File: src/rtl/lcd_pkg.sv
// Shared constants, state encodings and helpers for the HD44780 frame driver.
package lcd_pkg;

    localparam logic [7:0] CMD_FUNC_SET   = 8'h38;
    localparam logic [7:0] CMD_DISP_ON    = 8'h0C;
    localparam logic [7:0] CMD_DISP_BLINK = 8'h0F;
    localparam logic [7:0] CMD_ENTRY      = 8'h06;
    localparam logic [7:0] CMD_CLEAR      = 8'h01;
    localparam logic [7:0] CMD_LINE1      = 8'h80;
    localparam logic [7:0] CMD_LINE2      = 8'hC0;

    localparam int LCD_CHARS = 32;

    typedef enum logic [2:0] {
        PWR_WAIT,
        INIT,
        ADDR1,
        LINE1,
        ADDR2,
        LINE2,
        DONE
    } seq_state_t;

    typedef enum logic [1:0] {
        PH_IDLE,
        PH_SETUP,
        PH_EHIGH,
        PH_HOLD
    } phase_t;

    function automatic int max_int(input int a, input int b);
        return (a > b) ? a : b;
    endfunction

endpackage

File: src/rtl/lcd_write_cycle.sv
// One LCD bus write: SETUP (rs/data settle), EHIGH (strobe), HOLD (command
// execution time). Assumes SETUP_CYC >= 2 so data can be latched late in SETUP.
module lcd_write_cycle
    import lcd_pkg::*;
#(
    parameter int SETUP_CYC    = 2,
    parameter int E_PULSE_CYC  = 12,
    parameter int CMD_WAIT_CYC = 2000,
    parameter int CLR_WAIT_CYC = 80000
) (
    input  logic       clk,
    input  logic       rst,
    input  logic       start,
    input  logic       rs,
    input  logic [7:0] data,
    input  logic       long_wait,
    output logic       done,
    output logic       lcd_e,
    output logic       lcd_rs,
    output logic [7:0] lcd_data
);

    localparam int MAX_CYC = max_int(max_int(SETUP_CYC, E_PULSE_CYC),
                                     max_int(CMD_WAIT_CYC, CLR_WAIT_CYC));
    localparam int CNT_W   = $clog2(MAX_CYC) + 1;

    localparam logic [CNT_W-1:0] SETUP_LD = CNT_W'(SETUP_CYC - 1);
    localparam logic [CNT_W-1:0] EHIGH_LD = CNT_W'(E_PULSE_CYC - 1);
    // The idle cycle in which the sequencer issues the next start is the last
    // cycle of the wait, so HOLD itself is one cycle shorter than the wait.
    localparam logic [CNT_W-1:0] CMD_LD   = CNT_W'(CMD_WAIT_CYC - 2);
    localparam logic [CNT_W-1:0] CLR_LD   = CNT_W'(CLR_WAIT_CYC - 2);
    localparam logic [CNT_W-1:0] ONE      = CNT_W'(1);

    phase_t           phase;
    logic [CNT_W-1:0] cnt;
    logic             long_r;

    assign done = (phase == PH_HOLD) && (cnt == '0);

    always_ff @(posedge clk or negedge rst) begin
        if (!rst) begin
            phase    <= PH_IDLE;
            cnt      <= '0;
            long_r   <= 1'b0;
            lcd_e    <= 1'b0;
            lcd_rs   <= 1'b0;
            lcd_data <= 8'h00;
        end else begin
            case (phase)
                PH_IDLE: begin
                    if (start) begin
                        phase  <= PH_SETUP;
                        cnt    <= SETUP_LD;
                        lcd_rs <= rs;
                        long_r <= long_wait;
                    end
                end
                PH_SETUP: begin
                    // Latch one cycle before E rises; char_in has had time to settle.
                    if (cnt == ONE) begin
                        lcd_data <= data;
                    end
                    if (cnt == '0) begin
                        phase <= PH_EHIGH;
                        cnt   <= EHIGH_LD;
                        lcd_e <= 1'b1;
                    end else begin
                        cnt <= cnt - ONE;
                    end
                end
                PH_EHIGH: begin
                    if (cnt == '0) begin
                        phase <= PH_HOLD;
                        cnt   <= long_r ? CLR_LD : CMD_LD;
                        lcd_e <= 1'b0;
                    end else begin
                        cnt <= cnt - ONE;
                    end
                end
                PH_HOLD: begin
                    if (cnt == '0) begin
                        phase <= PH_IDLE;
                    end else begin
                        cnt <= cnt - ONE;
                    end
                end
                default: phase <= PH_IDLE;
            endcase
        end
    end

endmodule

File: src/rtl/lcd_frame_driver.sv
// Frame sequencer for a 16x2 HD44780 LCD: power-on wait, init, then endless
// refresh of 32 characters. Define LCD_CURSOR_BLINK_EN for cursor-on/blink.
module lcd_frame_driver
    import lcd_pkg::*;
#(
    parameter int PWR_WAIT_CYC = 16,
    parameter int SETUP_CYC    = 2,
    parameter int E_PULSE_CYC  = 12,
    parameter int CMD_WAIT_CYC = 2000,
    parameter int CLR_WAIT_CYC = 80000
) (
    input  logic       clk,
    input  logic       rst,
    output logic [4:0] index,
    input  logic [7:0] char_in,
    output logic       lcd_e,
    output logic       lcd_rs,
    output logic       lcd_rw,
    output logic [7:0] lcd_data,
    output logic       frame_done
);

`ifdef LCD_CURSOR_BLINK_EN
    localparam logic [7:0] DISP_CMD = CMD_DISP_BLINK;
`else
    localparam logic [7:0] DISP_CMD = CMD_DISP_ON;
`endif

    localparam int PWR_W = $clog2(PWR_WAIT_CYC) + 1;
    // The start-issue cycle counts toward the power-on wait.
    localparam logic [PWR_W-1:0] PWR_LD = PWR_W'(PWR_WAIT_CYC - 2);

    localparam logic [4:0] LAST1  = 5'(LCD_CHARS / 2 - 1);
    localparam logic [4:0] FIRST2 = 5'(LCD_CHARS / 2);
    localparam logic [4:0] LAST2  = 5'(LCD_CHARS - 1);

    seq_state_t       state, state_nx;
    logic [1:0]       step, step_nx;
    logic [PWR_W-1:0] pwr_cnt, pwr_nx;
    logic [4:0]       index_nx;
    logic             start_r, start_nx;
    logic             fd_nx;
    logic             wc_done;
    logic             wr_rs;
    logic             wr_long;
    logic [7:0]       wr_data;

    assign lcd_rw = 1'b0;

    always_ff @(posedge clk or negedge rst) begin
        if (!rst) begin
            state      <= PWR_WAIT;
            step       <= 2'd0;
            pwr_cnt    <= PWR_LD;
            index      <= 5'd0;
            start_r    <= 1'b0;
            frame_done <= 1'b0;
        end else begin
            state      <= state_nx;
            step       <= step_nx;
            pwr_cnt    <= pwr_nx;
            index      <= index_nx;
            start_r    <= start_nx;
            frame_done <= fd_nx;
        end
    end

    always_comb begin
        state_nx = state;
        step_nx  = step;
        pwr_nx   = pwr_cnt;
        case (state)
            PWR_WAIT: begin
                if (pwr_cnt == '0) state_nx = INIT;
                else               pwr_nx   = pwr_cnt - PWR_W'(1);
            end
            INIT: begin
                if (wc_done) begin
                    if (step == 2'd3) state_nx = ADDR1;
                    else              step_nx  = step + 2'd1;
                end
            end
            ADDR1:   if (wc_done) state_nx = LINE1;
            LINE1:   if (wc_done && index == LAST1) state_nx = ADDR2;
            ADDR2:   if (wc_done) state_nx = LINE2;
            LINE2:   if (wc_done && index == LAST2) state_nx = DONE;
            DONE:    state_nx = ADDR1;
            default: state_nx = PWR_WAIT;
        endcase
    end

    // The next write is started in the same cycle the previous one finishes,
    // so index moves one cycle ahead of the write-cycle SETUP.
    always_comb begin
        start_nx = wc_done || (state == PWR_WAIT && pwr_cnt == '0);
        index_nx = index;
        fd_nx    = 1'b0;
        wr_rs    = 1'b0;
        wr_long  = 1'b0;
        wr_data  = CMD_LINE1;
        case (state)
            INIT: begin
                wr_long = (step == 2'd3);
                case (step)
                    2'd0:    wr_data = CMD_FUNC_SET;
                    2'd1:    wr_data = DISP_CMD;
                    2'd2:    wr_data = CMD_ENTRY;
                    default: wr_data = CMD_CLEAR;
                endcase
            end
            ADDR1: begin
                wr_data = CMD_LINE1;
                if (wc_done) index_nx = 5'd0;
            end
            LINE1: begin
                wr_rs   = 1'b1;
                wr_data = char_in;
                if (wc_done && index != LAST1) index_nx = index + 5'd1;
            end
            ADDR2: begin
                wr_data = CMD_LINE2;
                if (wc_done) index_nx = FIRST2;
            end
            LINE2: begin
                wr_rs   = 1'b1;
                wr_data = char_in;
                if (wc_done && index != LAST2) index_nx = index + 5'd1;
                if (wc_done && index == LAST2) fd_nx = 1'b1;
            end
            default: begin
                wr_data = (state == PWR_WAIT) ? CMD_FUNC_SET : CMD_LINE1;
            end
        endcase
    end

    lcd_write_cycle #(
        .SETUP_CYC   (SETUP_CYC),
        .E_PULSE_CYC (E_PULSE_CYC),
        .CMD_WAIT_CYC(CMD_WAIT_CYC),
        .CLR_WAIT_CYC(CLR_WAIT_CYC)
    ) u_wc (
        .clk      (clk),
        .rst      (rst),
        .start    (start_r),
        .rs       (wr_rs),
        .data     (wr_data),
        .long_wait(wr_long),
        .done     (wc_done),
        .lcd_e    (lcd_e),
        .lcd_rs   (lcd_rs),
        .lcd_data (lcd_data)
    );

endmodule

File: config.mk
export PLATFORM = sky130hd
export DESIGN_NAME = lcd_frame_driver
export DESIGN_NICKNAME = d
export VERILOG_FILES = /design/src/rtl/lcd_pkg.sv /design/src/rtl/lcd_write_cycle.sv /design/src/rtl/lcd_frame_driver.sv
export SDC_FILE = /design/constraint.sdc
export NUM_CORES = 1
export LEC_CHECK = 0
export ABC_AREA = 1
export CAP_MARGIN = 25
export CELL_PAD_IN_SITES_DETAIL_PLACEMENT = 0
export CELL_PAD_IN_SITES_GLOBAL_PLACEMENT = 1
export CORE_MARGIN = 2
export CORE_UTILIZATION = 43
export CTS_CLUSTER_DIAMETER = 100
export DETAILED_ROUTE_END_ITERATION = 7
export DONT_BUFFER_PORTS = 1
export PLACE_DENSITY = 0.75
export SLEW_MARGIN = 5
export SYNTH_ARGS = -nofsm -noshare
export SYNTH_HDL_FRONTEND = slang
export SYNTH_SLANG_ARGS = --single-unit
File: constraint.sdc
create_clock -name clk -period 1.6 [get_ports clk]
set_input_delay 0.24 -clock clk [delete_from_list [all_inputs] [get_ports clk]]
set_output_delay 0.24 -clock clk [all_outputs]
set_load 0.05 [all_outputs]
==> summary.md <==
| Metric | Value |
|---|---|
| Tot GR Track Use | `0.213` |
| Post-Syn Area | `3090 µm²` |
| Hold_ws | `0.0940 ns` |
| Pwr Density | `532 nW/µm²` |
| Worst Max-Slew Pin Slew | `0.504 ns` |
| Detailed Place HPWL | `5500 µm` |
| Routed vias | `2817` |
| Later-pin clock latency in the skew report | `0.32 ns` |
| Most frequent CP cell | `ha_4` |
| Slowest stage delay, CP | `0.40 ns` |
| Layout Nets | `514` |
| Cell row count | `30` |
| Drt wl/cell | `13.5 µm` |
| Max cap viols | `0` |
| XOR/XNOR share of the synthesized area | `0.0539` |
| Count of final setup violators | `12` |
| Startpoint types | `flip-flop` |
| Largest family of logic cells by synthesized area | `simple AND/OR/NAND/NOR gates` |
| Post-synthesis adder-cell area fraction | `0.0891` |
| Primary FF master, synth | `dfrtp_1` |
| Crit-path cells | `ha_4 > nand2_2 > nor2_4 > ha_4 > o21ai_1 > nor2_1 > inv_1 > a21oi_2 > nand4_1 > nand2_1` |
| Fin worst setup slack | `-0.0600 ns` |
| Crit path max fanout | `3` |
| Post-synth ARST share | `1.00` |
| Fmax | `0.602 GHz` |
| Mux cell area share after synthesis | `0` |
| H-tree depth | `2` |
| CTS clk-pin slew, worst paths | `0.10 ns` |
| Status | `finished with violations` |
| PortBufs | `0` |
| Failing checks | `setup timing` |
| Fin. max-slew vios | `0` |
| Leak Pwr | `2.13 nW` |
| Effective utilization at floorplan | `0.450` |
| Pre-Repair DR Iteration Count | `5` |
| Dominant cells by area after synthesis | `dfrtp_1, nand2_1, ha_1, nor2_1, inv_1` |
| CTS Buf Count | `5` |
| Die Width | `88.8 µm` |
| Grt total ovfl | `0` |
| Share of the synthesized area in the top cell type | `0.365` |
| Tot Pwr | `0.00235 W` |
| Synth Warn # | `0` |
| Mapped Cells | `388` |
| Number of synthesized flops with an enable pin | `0` |
| Pre-CTS setup slack | `-0.123 ns` |
| Largest net degree at the start of global routing | `49` |
| Post-layout minimum cycle time | `1.66 ns` |
| Fin crit share | `1.04` |
| Final hold vios | `0` |
| CP bufs+invs | `1` |
| Worst Clk Skew | `0.00767 ns` |
| Syn nets | `420` |
| Fin area | `4410 µm²` |
| Final GP Congestion | `0.840` |
| Crit path capture type | `flip-flop` |
| Final Util | `0.642` |
| Core area | `6870 µm²` |
| Io pins | `27` |
| Critical path arrival | `1.92 ns` |
| FILL cells | `604` |
| Antenna cells | `0` |
| First-pass GRT wire length | `13000 µm` |
| Initial antenna violation count | `0` |
| Max VDD drop | `0.354 mV` |
| Post-synthesis compound-gate area fraction | `0.0867` |
| Post-synthesis cell type count | `38` |
| Area after DPL | `3830 µm²` |
| DRC Markers | `0` |
| Clk buf depth | `2` |
| Post-DRT Antenna Nets | `0` |
| Syn_area_per_cell | `7.96 µm²` |
| Area Overhead vs Synth | `42.7%` |
| Total Wirelength | `7820 µm` |
| Crit-path slowest cell | `dfrtp_2` |
| Starting DRT DRC Count | `54` |
| Worst Setup Path Type | `flip-flop to flip-flop` |
| Die area | `7880 µm²` |
| Top cell type by total area after synthesis | `dfrtp_1` |
| #FFs+latches synth | `48` |
| Simple-gate portion of the synthesized area | `0.314` |
| RSZ-0062 raised after global routing | `yes` |
| Critical Path RT | `1.86 ns` |
| Vias per inst | `4.87` |
| CTS tree | `built` |
| Root buf cell | `clkbuf_8` |
| Rel. slew slack | `0.664` |
| Register area share after synthesis | `0.390` |
| Die extent in y | `88.8 µm` |
| Vias in the first global route | `2823` |
| Tightest Hold Check Type | `primary input to flip-flop` |
| Clock Sink Count | `48` |
| Layout cells sized above 1 | `0.410` |
| Critical path's top delay family | `simple AND/OR/NAND/NOR gates` |
## routing by layer
metal	vias up	GRT usage	share of wire
li1	1439	-	-
met1	1334	0.276	0.44
met2	32	0.367	0.52
met3	12	0.0280	0.023
met4	0	0.0716	0.017
met5	-	0	0
## kinds of logic (layout without fill, tap and decap cells)
kind of cell / Yosys count / after routing
and+or+nand+nor: 203 / 203
adders and majority gates: 22 / 22
xor gates and xnor gates: 19 / 19
buffers and inverters: 50 / 145
other: 1 / 1
AOI/OAI and AO/OA: 45 / 45
DFF: 48 / 48
## area by class of cell
cell class / instances / area, µm² / share of cell area
timing repair buffer: 91 / 744 / 0.169
sequential: 48 / 1210 / 0.274
clock inverter: 3 / 68.8 / 0.0156
multi-input combinational: 290 / 2020 / 0.457
clock buffer: 5 / 68.8 / 0.0156
tap: 96 / 120 / 0.0272
inverter: 46 / 184 / 0.0417
## layout by cell type, fill, tap and decap left out, types with 4 or more instances in the layout
master and count:
inv_2 11, nor2_2 13, nor2_4 14, xor2_1 16, ha_2 4, a21oi_1 6
nor2_1 26, o21ai_2 5, o21ai_0 8, dfrtp_1 43, nand3_1 14, nand2_2 12
nand3_2 6, buf_6 7, ha_1 14, buf_4 81, nand2_4 4, o21ai_1 7
inv_1 32, clkbuf_8 5, nand4_1 16, nand2_1 87, ha_4 4
## flip-flops by register name, summed over array words and instances (netlist names)
| signal | cells |
|---|---|
| u_wc.lcd_rs | 1 |
| u_wc.phase | 2 |
| u_wc.lcd_e | 1 |
| step | 2 |
| u_wc.lcd_data | 8 |
| state | 3 |
| start_r | 1 |
| u_wc.long_r | 1 |
| frame_done | 1 |
| pwr_cnt | 5 |
| u_wc.cnt | 18 |
| index | 5 |
## per-stage QoR
stage,setup TNS [ns],cells
3_3_place_gp,-1.13,555
4_1_cts,-0.534,570
2_1_floorplan,-0.683,388
3_5_place_dp,-1.50,555
6_report,-0.381,579
5_1_grt,-3.26,579
## report_power, final
group          internal, W  switching, W
sequential         0.00121             0
combinational   0.00000868     0.0000302
clock             0.000630      0.000464
total              0.00185      0.000494
## final timing paths
check                      startpoint          endpoint  slack [ns]  depth (start not counted)
max                          index[1]          state[0]       -0.06                         10
min                        char_in[2]  u_wc.lcd_data[2]        0.09                          2
max reg2reg                  index[1]          state[0]       -0.06                         10
min reg2reg                pwr_cnt[1]        pwr_cnt[1]        0.49                          2
max in group asynchronous         rst        pwr_cnt[1]        0.89                          2
min in group asynchronous         rst       u_wc.cnt[5]        0.43                          2
## worst reg2reg max path, cell delays in order (launching register included)
cell     delay, ns
dfrtp_2       0.40
ha_4          0.14
nand2_2       0.07
nor2_4        0.17
ha_4          0.16
o21ai_1       0.06
nor2_1        0.12
inv_1         0.07
a21oi_2       0.18
nand4_1       0.14
nand2_1       0.09
## Yosys cell counts, types with 3 or more instances
| cell type | n |
|---|---|
| o21ai_0 | 16 |
| o21ai_1 | 4 |
| nor2_2 | 3 |
| ha_1 | 22 |
| a22oi_1 | 4 |
| nand2_1 | 98 |
| nor2_1 | 45 |
| inv_1 | 41 |
| o22ai_1 | 3 |
| nor2_4 | 5 |
| nand2_2 | 3 |
| dfstp_2 | 3 |
| inv_2 | 5 |
| a21oi_1 | 9 |
| nand3_1 | 20 |
| xnor2_1 | 3 |
| nand4_1 | 16 |
| xor2_1 | 16 |
| dfrtp_1 | 45 |
## timing repair
action / in CTS / in global routing
buffers inserted: 6 / 9
hold endpoints to repair: 48 / 0
hold buffers: 2 / 0
setup endpoints to repair: 33 / 45
pin swaps: 15 / 21
gates resized for setup: 22 / 69
Note: power is estimated with default switching activity, not from simulation.
